[config.mk]
export PLATFORM = sky130hd
export DESIGN_NAME = cotm32_csr_unit
export DESIGN_NICKNAME = d
export VERILOG_FILES = /design/src/rtl/cotm32_priv_pkg.sv /design/src/rtl/cotm32_csr_alu.sv /design/src/rtl/cotm32_csr_unit.sv
export SDC_FILE = /design/constraint.sdc
export NUM_CORES = 1
export LEC_CHECK = 0
export BUFFER_PORTS_ARGS = -buffer_cell sky130_fd_sc_hd__buf_2
export CORE_MARGIN = 1.5
export CORE_UTILIZATION = 41
export CTS_CLUSTER_SIZE = 10
export DETAILED_ROUTE_END_ITERATION = 8
export REMOVE_ABC_BUFFERS = 1
export SYNTH_ARGS = -nofsm -noshare
export SYNTH_HDL_FRONTEND = slang
export SYNTH_HIERARCHICAL = 1
export SYNTH_SLANG_ARGS = --single-unit
[constraint.sdc]
create_clock -name clk -period 8.33 [get_ports clk]
set_input_delay 0.4165 -clock clk [delete_from_list [all_inputs] [get_ports clk]]
set_output_delay 0.4165 -clock clk [all_outputs]
set_load 0.01 [all_outputs]
[src/rtl/cotm32_priv_pkg.sv]
`default_nettype none
// ============================================================================
// Module      : cotm32_priv_pkg
// Description : Machine-mode privileged definitions shared by the COTM32 core:
//               XLEN, Zicsr operation and address encodings, trap causes.
// Revision    : 1.0 - initial release
// ============================================================================
package cotm32_priv_pkg;

   localparam int MXLEN = 32;

   // Implemented machine-mode CSR addresses
   typedef enum logic [11:0] {
      ZICSR_CSR_MTVEC    = 12'h305,
      ZICSR_CSR_MSCRATCH = 12'h340,
      ZICSR_CSR_MEPC     = 12'h341,
      ZICSR_CSR_MCAUSE   = 12'h342,
      ZICSR_CSR_MTVAL    = 12'h343
   } zicsr_csr_addr_t;

   // Zicsr operation, encoded as funct3[1:0]; 2'b00 never writes
   typedef enum logic [1:0] {
      ZICSR_CSR_OP_NONE = 2'b00,
      ZICSR_CSR_OP_RW   = 2'b01,
      ZICSR_CSR_OP_RS   = 2'b10,
      ZICSR_CSR_OP_RC   = 2'b11
   } zicsr_csr_op_t;

   // mcause encodings; bit MXLEN-1 marks an interrupt
   typedef enum logic [MXLEN-1:0] {
      CAUSE_INST_MISALIGNED = 32'h0000_0000,
      CAUSE_INST_ACCESS     = 32'h0000_0001,
      CAUSE_ILLEGAL_INST    = 32'h0000_0002,
      CAUSE_BREAKPOINT      = 32'h0000_0003,
      CAUSE_LOAD_MISALIGNED = 32'h0000_0004,
      CAUSE_LOAD_ACCESS     = 32'h0000_0005,
      CAUSE_STORE_MISALIGN  = 32'h0000_0006,
      CAUSE_STORE_ACCESS    = 32'h0000_0007,
      CAUSE_ECALL_M         = 32'h0000_000B,
      CAUSE_M_SOFT_INT      = 32'h8000_0003,
      CAUSE_M_TIMER_INT     = 32'h8000_0007,
      CAUSE_M_EXT_INT       = 32'h8000_000B
   } trap_cause_t;

   // Clears bits [1:0]: direct-mode mtvec, no compressed instructions
   localparam logic [MXLEN-1:0] c_align_mask = ~32'h0000_0003;

endpackage
`default_nettype wire

[src/rtl/cotm32_csr_alu.sv]
`default_nettype none
// ============================================================================
// Module      : cotm32_csr_alu
// Description : Combinational Zicsr new-value function (RW / RS / RC).
// Revision    : 1.0 - initial release
// ============================================================================
module cotm32_csr_alu
   import cotm32_priv_pkg::*;
(
   input  logic [MXLEN-1:0] old_val,
   input  zicsr_csr_op_t    op,
   input  logic [MXLEN-1:0] wdata,
   output logic [MXLEN-1:0] new_val
);

   // Select the replacement value; unknown op leaves the CSR untouched
   always_comb begin
      new_val = old_val;
      case (op)
         ZICSR_CSR_OP_RW: new_val = wdata;
         ZICSR_CSR_OP_RS: new_val = old_val | wdata;
         ZICSR_CSR_OP_RC: new_val = old_val & ~wdata;
         default:         new_val = old_val;
      endcase
   end

endmodule
`default_nettype wire

[src/rtl/cotm32_csr_unit.sv]
`default_nettype none
// ============================================================================
// Module      : cotm32_csr_unit
// Description : Machine-mode CSR file (mtvec, mepc, mcause, mtval and optional
//               mscratch) with trap entry / MRET redirect sequencer.
//               Define COTM32_CSR_MSCRATCH_EN to implement mscratch (0x340).
// Revision    : 1.0 - initial release
// ============================================================================
module cotm32_csr_unit
   import cotm32_priv_pkg::*;
#(
   parameter logic [MXLEN-1:0] RESET_MTVEC = 32'h0000_0000
) (
   input  logic              clk,
   input  logic              rst,
   input  logic              csr_en,
   input  zicsr_csr_op_t     csr_op,
   input  logic [11:0]       csr_addr,
   input  logic [MXLEN-1:0]  csr_wdata,
   input  logic              csr_wr_suppress,
   output logic [MXLEN-1:0]  csr_rdata,
   output logic              csr_illegal,
   input  logic              trap_req,
   input  trap_cause_t       trap_cause,
   input  logic [MXLEN-1:0]  trap_pc,
   input  logic [MXLEN-1:0]  trap_val,
   input  logic              mret,
   output logic              redirect_valid,
   output logic [MXLEN-1:0]  redirect_pc
);

   typedef enum logic [0:0] {
      IDLE     = 1'b0,
      REDIRECT = 1'b1
   } state_t;

   state_t           r_state;
   logic [MXLEN-1:0] r_mtvec;
   logic [MXLEN-1:0] r_mepc;
   logic [MXLEN-1:0] r_mcause;
   logic [MXLEN-1:0] r_mtval;
`ifdef COTM32_CSR_MSCRATCH_EN
   logic [MXLEN-1:0] r_mscratch;
`endif
   logic             r_redirect_valid;
   logic [MXLEN-1:0] r_redirect_pc;

   logic [MXLEN-1:0] w_rdata;
   logic             w_impl;
   logic [MXLEN-1:0] w_new;
   logic             w_write_op;
   logic             w_take_trap;
   logic             w_take_mret;
   logic             w_csr_we;

   // Address decode and pre-write read mux; unimplemented reads return 0
   always_comb begin
      w_rdata = '0;
      w_impl  = 1'b0;
      case (csr_addr)
         ZICSR_CSR_MTVEC:    begin w_rdata = r_mtvec;    w_impl = 1'b1; end
         ZICSR_CSR_MEPC:     begin w_rdata = r_mepc;     w_impl = 1'b1; end
         ZICSR_CSR_MCAUSE:   begin w_rdata = r_mcause;   w_impl = 1'b1; end
         ZICSR_CSR_MTVAL:    begin w_rdata = r_mtval;    w_impl = 1'b1; end
`ifdef COTM32_CSR_MSCRATCH_EN
         ZICSR_CSR_MSCRATCH: begin w_rdata = r_mscratch; w_impl = 1'b1; end
`endif
         default:            begin w_rdata = '0;         w_impl = 1'b0; end
      endcase
   end

   assign csr_rdata   = w_rdata;
   assign csr_illegal = csr_en & ~w_impl;

   cotm32_csr_alu u_alu (
      .old_val (w_rdata),
      .op      (csr_op),
      .wdata   (csr_wdata),
      .new_val (w_new)
   );

   // RW always writes; RS/RC with a zero source operand are pure reads
   assign w_write_op = (csr_op == ZICSR_CSR_OP_RW) ||
                       (((csr_op == ZICSR_CSR_OP_RS) || (csr_op == ZICSR_CSR_OP_RC)) &&
                        !csr_wr_suppress);

   // Priority trap > mret > CSR write, and nothing is accepted while flushing
   assign w_take_trap = (r_state == IDLE) && trap_req;
   assign w_take_mret = (r_state == IDLE) && mret && !trap_req;
   assign w_csr_we    = (r_state == IDLE) && csr_en && w_impl && w_write_op &&
                        !trap_req && !mret;

   // CSR storage: trap entry loads the exception state, otherwise software writes
   always_ff @(posedge clk or posedge rst) begin
      if (rst) begin
         r_mtvec    <= RESET_MTVEC & c_align_mask;
         r_mepc     <= '0;
         r_mcause   <= '0;
         r_mtval    <= '0;
`ifdef COTM32_CSR_MSCRATCH_EN
         r_mscratch <= '0;
`endif
      end else if (w_take_trap) begin
         r_mepc   <= trap_pc & c_align_mask;
         r_mcause <= trap_cause;
         r_mtval  <= trap_val;
      end else if (w_csr_we) begin
         case (csr_addr)
            ZICSR_CSR_MTVEC:    r_mtvec    <= w_new & c_align_mask;
            ZICSR_CSR_MEPC:     r_mepc     <= w_new & c_align_mask;
            ZICSR_CSR_MCAUSE:   r_mcause   <= w_new;
            ZICSR_CSR_MTVAL:    r_mtval    <= w_new;
`ifdef COTM32_CSR_MSCRATCH_EN
            ZICSR_CSR_MSCRATCH: r_mscratch <= w_new;
`endif
            default: ;
         endcase
      end
   end

   // Redirect sequencer: one-cycle registered pulse toward mtvec or mepc
   always_ff @(posedge clk or posedge rst) begin
      if (rst) begin
         r_state          <= IDLE;
         r_redirect_valid <= 1'b0;
         r_redirect_pc    <= '0;
      end else begin
         case (r_state)
            IDLE: begin
               r_redirect_valid <= 1'b0;
               if (w_take_trap) begin
                  r_redirect_pc    <= r_mtvec;
                  r_redirect_valid <= 1'b1;
                  r_state          <= REDIRECT;
               end else if (w_take_mret) begin
                  r_redirect_pc    <= r_mepc;
                  r_redirect_valid <= 1'b1;
                  r_state          <= REDIRECT;
               end
            end
            REDIRECT: begin
               r_redirect_valid <= 1'b0;
               r_state          <= IDLE;
            end
            default: begin
               r_redirect_valid <= 1'b0;
               r_state          <= IDLE;
            end
         endcase
      end
   end

   assign redirect_valid = r_redirect_valid;
   assign redirect_pc    = r_redirect_pc;

endmodule
`default_nettype wire

# Yosys cells after proc, flatten, opt, wreduce, memory -nomap -nowiden

Index checks and enable logic that the tools add are counted.

Bits of input ports: 148
Bits in registers: 159
Logic and storage cells: 62
Memories kept: 0
ROM bits: 0
Output and inout port bits: 66
Latch bits: 0
Memory bits (writable): 0

Eq/ne operators: 7
Bitwise operators: 7
Order comparisons: 0
Multiply operators: 0
Shift operators: 0
Divide/modulo/power cells: 0
Add/subtract/negate cells: 0
Reductions and logical operators: 25
Mux-type cells: 17

Operators with widths:

| cell                   | count |
|---|---|
| $mux W32               | 11 |
| $pmux W32 S4           | 1 |
| $pmux W32 S3           | 1 |
| $eq A12 B10 Y1 const B | 4 |
| $and A32 B32 Y32       | 1 |
| $not A32 Y32           | 1 |
| $or A32 B32 Y32        | 1 |
| $reduce_bool A2 Y1     | 5 |
| $logic_and A1 B1 Y1    | 9 |
| $reduce_and A2 Y1      | 4 |
| $eq A2 B2 Y1 const B   | 2 |
| $reduce_or A4 Y1       | 1 |
| $logic_not A1 Y1       | 3 |
| $mux W1                | 3 |
| $not A1 Y1             | 3 |
| $reduce_and A3 Y1      | 1 |
| $eq A2 B1 Y1 const B   | 1 |
| $logic_or A1 B1 Y1     | 2 |
| $pmux W1 S2            | 1 |
| $and A1 B1 Y1          | 1 |

# Longest topological paths before layout

Gate-level depths: netlist of the first run.

Word-level depth: 9
Depth in mapped cells: 10
Gate-level depth less buffers: 9

# Cells and area by module

Netlist of the first run, hierarchy kept.

Modules (own cells, without submodules):

| module          | instances | cells each | seq. area each (sq um) | area each (sq um) |
|---|---|---|---|---|
| cotm32_csr_unit | 1         | 855        | 3878.7                 | 7632.3 |
| cotm32_csr_alu  | 1         | 142        | 0.0                    | 928.4 |

# Worst setup path after synthesis of the first run

OpenSTA, ideal clock, no wires.

Path kind: in2reg
From: input port csr_addr[2]
To: register r_mcause[24]
Setup time: 0.082 ns
Arrival: 2.230 ns
Required time: 8.248 ns
Buffers on the path: 1
Slack: 6.018 ns
Cell stages on the path: 9
Cells stage by stage: nor4b_2 -> nand3_1 -> nor2_1 -> clkbuf_1 -> a221o_1 -> inv_1 -> a22oi_1 -> nand2_1 -> a31oi_1

RTL lines:

| item                                                | line                                       | RTL |
|---|---|---|
| start, declared                                     | cotm32_csr_unit.sv:18                      | `input logic [11:0] csr_addr,` |
| $eq A12 B10 Y1                                      | cotm32_csr_unit.sv:60                      | `case (csr_addr)` |
| $pmux W32 S4 *                                      | cotm32_csr_unit.sv:60                      |  |
| named net csr_rdata[24]                             | cotm32_csr_unit.sv:21                      | `output logic [MXLEN-1:0] csr_rdata,` |
| $and A32 B32 Y32 or $or A32 B32 Y32 (tied branches) | cotm32_csr_alu.sv:22, cotm32_csr_alu.sv:21 |  |
| $pmux W32 S3 *                                      | cotm32_csr_alu.sv:19                       | `case (op)` |
| named net w_new[24]                                 | cotm32_csr_unit.sv:50                      | `logic [MXLEN-1:0] w_new;` |
| $mux W32 *                                          | cotm32_csr_unit.sv:108                     | `case (csr_addr)` |
| $mux W32 *                                          | cotm32_csr_unit.sv:107                     | `end else if (w_csr_we) begin` |
| $mux W32 *                                          | cotm32_csr_unit.sv:103                     | `end else if (w_take_trap) begin` |
| end signal, assigned                                | cotm32_csr_unit.sv:105                     | `r_mcause <= trap_cause;` |
| end signal, assigned                                | cotm32_csr_unit.sv:111                     | `ZICSR_CSR_MCAUSE: r_mcause <= w_new;` |
| end, declared                                       | cotm32_csr_unit.sv:40                      | `logic [MXLEN-1:0] r_mcause;` |

Mark *: on every way through the listed nets, which the timed path passes. The rest lies on a longest branch. The select of a mux whose other input is x is not followed.
A chain may end at the register's enable or synchronous reset.

# Final worst setup path of the first run

From: input port csr_addr[11]
To: output port csr_rdata[4]

Word-level cells in the longest chain between the ends: 2

Ends and longest elaborated chain:

| item           | line |
|---|---|
| $eq A12 B10 Y1 | cotm32_csr_unit.sv:60 |
| $pmux W32 S4 * | cotm32_csr_unit.sv:60 |
| end, declared  | cotm32_csr_unit.sv:21 |

Mark *: on every way between the ends. The rest lies on a longest branch, timed or not.

==> reports/metrics.cfg, run 1 <==
[route]
dr_wl_met2_microns = 12700
vias = 8061
routed.top_layer = met5
wl_microns = 27600
firstDrtPassIters = 5
drt-met1-wl_microns = 12600
wl_met3_microns = 1980
drtIter0Drc = 611
post_drt_wl_per_cell_microns = 19.3
viasPerCell = 5.63
post-route-drc-count = 0
ant_nets = 0

[sta]
hold_violations = 0
tightest_slew_ns = 1.12
final-max-slew-violation-count = 0
slew_headroom_pct = 25.2
finalClockSkew_ns = 0.00908
rsz0062_at_grt = no
min_period_ns = 3.25
hold_ws_ns = 0.145
period_share_pct = 39.0
setup-tns-final_ns = 0
max_freq_mhz = 308
setup_viol = 0

[flow_run]
cap_violations = 0

[cts]
cts_setup_buffers = 0
postCtsHoldBufs = 0
clk_latency_ns = 0.43
cts_tree = yes
htreeDepth = 4
post_cts_resized = 0
cts_buffer_depth = 2
path_clk_slew_ns = 0.07
cts_buffers = 17
cts_root_buf = clkbuf_16
cts.sinks = 155

[critical_path]
crit_type = in -> out
rr_worst_depth = 6
critPathArrivalTime_ns = 2.84
startpoint_type = input pin
end_kind = output port
cp_max_fo = 32
cp.required_ns = 7.91

[synth]
synth_edf_count = 0
synth_area_per_cell_sq_um = 8.59
async_flop_share_pct = 100
syn_area_sq_um = 8560
synthCells = 997
synth_flop_cell = dfrtp_1
synth_warnings = 6
synth_seq_area_share_pct = 45.3
synth_cell_type_count = 38
ys_ff_latch = 155

[grt]
grt_usage_pct = 25.8
gr-total-overflow = 0
grt_max_degree = 85
grt_pass1_wl_microns = 43300
antenna_found_initial = 3
grt_pass1_vias = 7715

[placed_design]
post-place-cells = 1398
portBuffers = 209
place_congestion = 0.771
dp_hpwl_microns = 16000

[cells_and_area]
finalNonFillerCells = 1432
layout-drive-gt1-share_pct = 23.3
layout.nets = 1295
syn_to_final_growth_pct = 20.3

[power]
p_per_area_nw_per_um2 = 205
peakVddDrop_v = 0.000143
p_total_w = 0.00211
p_leak_nw = 4.73

[floorplan]
die_area_sq_um = 21800
die_w_microns = 148
core_sq_um = 20400
start_util_pct = 42.0
ios = 214
die_h_microns = 148
rows = 52

[min_path]
holdCritPathClass = in -> async

[outcome]
status = finished, final reports clean

[worst max-delay path, cell delays in order]
cell     delay, ns
buf_2         0.09
nor2_1        0.13
nand4_1       0.57
nor2_4        1.10
a221o_1       0.35
buf_2         0.15
[Yosys cell counts, types with 2 or more instances]
cell type | n | area (sq um)
nand2_1 | 214 | 803
dfrtp_1 | 155 | 3880
nor2_1 | 124 | 465
a22oi_1 | 92 | 691
a31oi_1 | 88 | 551
clkbuf_1 | 53 | 199
o21ai_0 | 52 | 260
inv_1 | 34 | 128
xnor2_1 | 32 | 280
a221o_1 | 30 | 300
mux2_1 | 30 | 338
buf_2 | 18 | 90.1
nand3_1 | 13 | 65.1
o21ai_1 | 10 | 50.1
buf_4 | 9 | 67.6
o211ai_1 | 6 | 45.0
buf_6 | 5 | 56.3
nor2b_1 | 5 | 31.3
buf_8 | 3 | 45.0
or3_1 | 3 | 18.8
a22o_1 | 2 | 17.5
nor3_1 | 2 | 10.0
nor4_2 | 2 | 25.0
[per-layer routing]
| metal | GRT usage [%] | vias to the layer above |
|---|---|---|
| li1 | - | 3808 |
| met1 | 36.8 | 3920 |
| met2 | 40.1 | 306 |
| met3 | 5.28 | 25 |
| met4 | 6.45 | 2 |
| met5 | 0 | - |
[final cells by class]
cell class,count,area (sq um)
Fill cell,1997,10100
Tap cell,270,338
Sequential cell,155,3880
Clock inverter,12,185
Timing Repair Buffer,219,1120
Antenna cell,2,5.00
Inverter,34,133
Multi-Input combinational cell,720,4170
Clock buffer,20,457
[final timing paths]
path | start | endpoint | slack, ns
max in group asynchronous | rst | redirect_valid | 6.64
worst min register to register | redirect_pc[12] | redirect_pc[12] | 0.48
worst max register to register | redirect_valid | r_mtval[16] | 5.69
min in group clk | trap_val[31] | r_mtval[31] | 0.21
worst min-delay path | rst | redirect_pc[22] | 0.15
worst max-delay path | csr_addr[11] | csr_rdata[4] | 5.08
[kinds of logic (layout without fill, tap and decap cells)]
group	Yosys count	in the layout	share of synthesized area, %
and+or+nand+nor	372	372	17.6
AOI/OAI and AO/OA	284	284	22.8
DFF	155	155	45.3
buffers and inverters	123	285	7.00
xor gates and xnor gates	32	32	3.27
muxes	30	30	3.95
other	1	4	0.0438
[sequential cells by signal (all words and copies together) (netlist names)]
name            count
r_mcause           32
r_mtval            32
r_mepc             30
r_mtvec            30
redirect_pc        30
redirect_valid      1
[metrics by stage]
stage,area (sq um),util [%],setup WS (ns)
finish,10300,50.6,5.08
global route,10300,50.5,4.90
CTS,10300,50.5,5.01
detailed placement,9650,47.4,4.80
global placement,9650,47.4,4.83
floorplan,8090,-,3.54
[cell usage in the layout, fill, tap and decap left out, types with 2 or more instances in the layout]
master	instances
or3_2	3
conb_1	2
clkbuf_8	2
o211ai_1	6
a22oi_1	92
nor4_4	2
a221o_1	30
buf_4	11
clkinvlp_4	4
nor2_4	2
inv_6	4
nand3_1	12
clkbuf_16	17
mux2_1	30
bufinv_16	4
buf_2	208
nor2b_1	2
dfrtp_1	154
o21ai_0	52
a31oi_1	88
a22o_1	2
o21ai_1	10
nor2_1	122
nor2b_4	3
diode_2	2
inv_1	33
xnor2_1	32
nand2_1	214
[power by group]
group | internal, W | total [W] | switching [W]
combinational | 0.000133 | 0.000336 | 0.000203
sequential | 0.000857 | 0.000922 | 0.0000651
clock | 0.000521 | 0.000852 | 0.000331
No activity file was read; power rests on OpenSTA's default activity.
==> run 2, diff against run 1 <==
==> constraint.sdc (replaced) <==
create_clock -name clk -period 3.3 [get_ports clk]
set_input_delay 0.165 -clock clk [delete_from_list [all_inputs] [get_ports clk]]
set_output_delay 0.165 -clock clk [all_outputs]
set_load 0.01 [all_outputs]
==> run 2 against run 1 <==
Clock skew is 0.00091 ns lower; register-to-register slack worse by 4.9 ns; worst setup slack worse by 4.3 ns; cell area is 5.0% higher; non-clock buffer count is 55 higher; sequential power grew to 2.5 times the previous value; hold slack worse by 0.14 ns; count of clock-buffer cells in the layout stayed put; clock power is 140% higher; final cell count is 3.8% higher; die area stayed put.
==> reports/metrics.cfg, run 2 (synthesized netlist as in run 1, its figures left out) <==
[route]
ant_nets = 0
firstDrtPassIters = 5
vias = 8205
post-route-drc-count = 0
viasPerCell = 5.52
wl_microns = 28200
post_drt_wl_per_cell_microns = 19.0
drtIter0Drc = 576

[floorplan]
die_h_microns = 148
ios = 214
core_sq_um = 20400
rows = 52
die_w_microns = 148
die_area_sq_um = 21800
start_util_pct = 42.0

[cts]
post_cts_resized = 0
cts.sinks = 155
clk_latency_ns = 0.43
cts_buffers = 17
path_clk_slew_ns = 0.06
cts_buffer_depth = 2
cts_setup_buffers = 0
postCtsHoldBufs = 42
cts_tree = yes
htreeDepth = 4
cts_root_buf = clkbuf_16

[cells_and_area]
layout.nets = 1350
reg.largest.list = r_mcause (32), r_mtval (32)
syn_to_final_growth_pct = 26.3
ff_latch_area_sq_um = 3880
final_core_util_pct = 53.1
most-common-layout-cells = nand2_1 (214), buf_2 (208), dfrtp_1 (154)
multiInputGateArea_sq_um = 4170
final_common_cell = nand2_1
fill_cells = 1993
layout-drive-gt1-share_pct = 23.4

[critical_path]
r2r_end = r_mcause[1]
worstPathCellList = nor4b_4 -> o211ai_2 -> or3_2 -> nand3_1 -> o211ai_1
rr_worst_depth = 5
worst_path_max_delay_cell = or3_2
cpLargestDelayFamily = simple AND/OR/NAND/NOR gates
cp_num_buf_inv = 0
critPathArrivalTime_ns = 2.75
startpoint_type = register
cpPeakStageDelay_ns = 0.95
cp_max_fo = 35
r2r_slack_ns = 0.82
crit_type = reg -> reg
cp.required_ns = 3.57
r2r-start = redirect_valid
end_kind = register

[grt]
gr-total-overflow = 0
antenna_found_initial = 2
grt_usage_pct = 26.2
grt_pass1_wl_microns = 43800
grt_pass1_vias = 7739
grt_max_degree = 93

[sta]
period_share_pct = 75.0
max_freq_mhz = 404
tightest_slew_ns = 0.943
setup_viol = 0
hold_violations = 0
rsz0062_at_grt = no
finalClockSkew_ns = 0.00817
final-max-slew-violation-count = 0
min_period_ns = 2.48
slew_headroom_pct = 37.0

[outcome]
status = finished, final reports clean

[power]
p_leak_nw = 4.98
p_per_area_nw_per_um2 = 486
peakVddDrop_v = 0.000336
p_total_w = 0.00525

[flow_run]
cap_violations = 0

[min_path]
worstHoldEndpoint = r_mcause[30]
worstHoldPathCells = 3
worstHoldStart = trap_cause[30]
holdCritPathClass = in -> reg

[placed_design]
dp_hpwl_microns = 17200
portBuffers = 209
place_congestion = 0.772

==> run 2: layer usage <==
| metal | track usage (%) | vias to the layer above | part of all wire [%] |
|---|---|---|---|
| li1 | - | 3912 | - |
| met1 | 36.4 | 3976 | 46 |
| met2 | 41.4 | 290 | 46 |
| met3 | 5.34 | 25 | 6.7 |
| met4 | 7.05 | 2 | 1.3 |
| met5 | 0 | - | 0.046 |
==> run 2: where the power goes <==
part	switching, W	leakage [nW]	total (W)	internal [W]
registers	0.000169	1.86	0.00233	0.00216
clock network	0.000836	0.287	0.00202	0.00118
logic	0.000521	2.83	0.000900	0.000379
total	0.00153	4.98	0.00525	0.00372
==> run 2: final cells by class <==
class                      instances  area share, %
clock inverter                    12           1.27
sequential                       155           35.9
multi-input combinational        720           38.6
antenna                            1         0.0231
tap                              270           3.12
clock buffer                      20           4.32
inverter                          34           1.23
timing repair buffer             274           15.5
==> run 2: per-stage QoR <==
step / worst slack [ns] / instances / TNS [ns] / area, sq um / hold slack (ns)
floorplan: -1.49 / 909 / -287.49 / 8090 / 0.298
global placement: 0.639 / 1411 / 0 / 9780 / 0.401
detailed placement: 0.567 / 1411 / 0 / 9780 / 0.405
CTS: 0.835 / 1485 / 0 / 10800 / 0.0000912
global route: 0.694 / 1486 / 0 / 10800 / 0.00962
finish: 0.825 / 1486 / 0 / 10800 / 0.00678
==> run 2: tightest hold or removal path: stages <==
cell,delay [ns]
buf_2,0.09
nor2_1,0.09
a31oi_1,0.05
==> run 2: how the worst max path moves through the flow <==
stage                         startpoint            to  slack [ns]  depth (start not counted)
after CTS                 redirect_valid   r_mcause[1]        0.84                          5
after floorplan           redirect_valid    r_mtval[1]       -1.49                          3
after global routing      redirect_valid   r_mcause[0]        0.69                          5
after global placement       csr_addr[2]     r_mepc[3]        0.64                         10
final                     redirect_valid   r_mcause[1]        0.82                          5
after detailed placement     csr_addr[2]  r_mcause[31]        0.57                         10
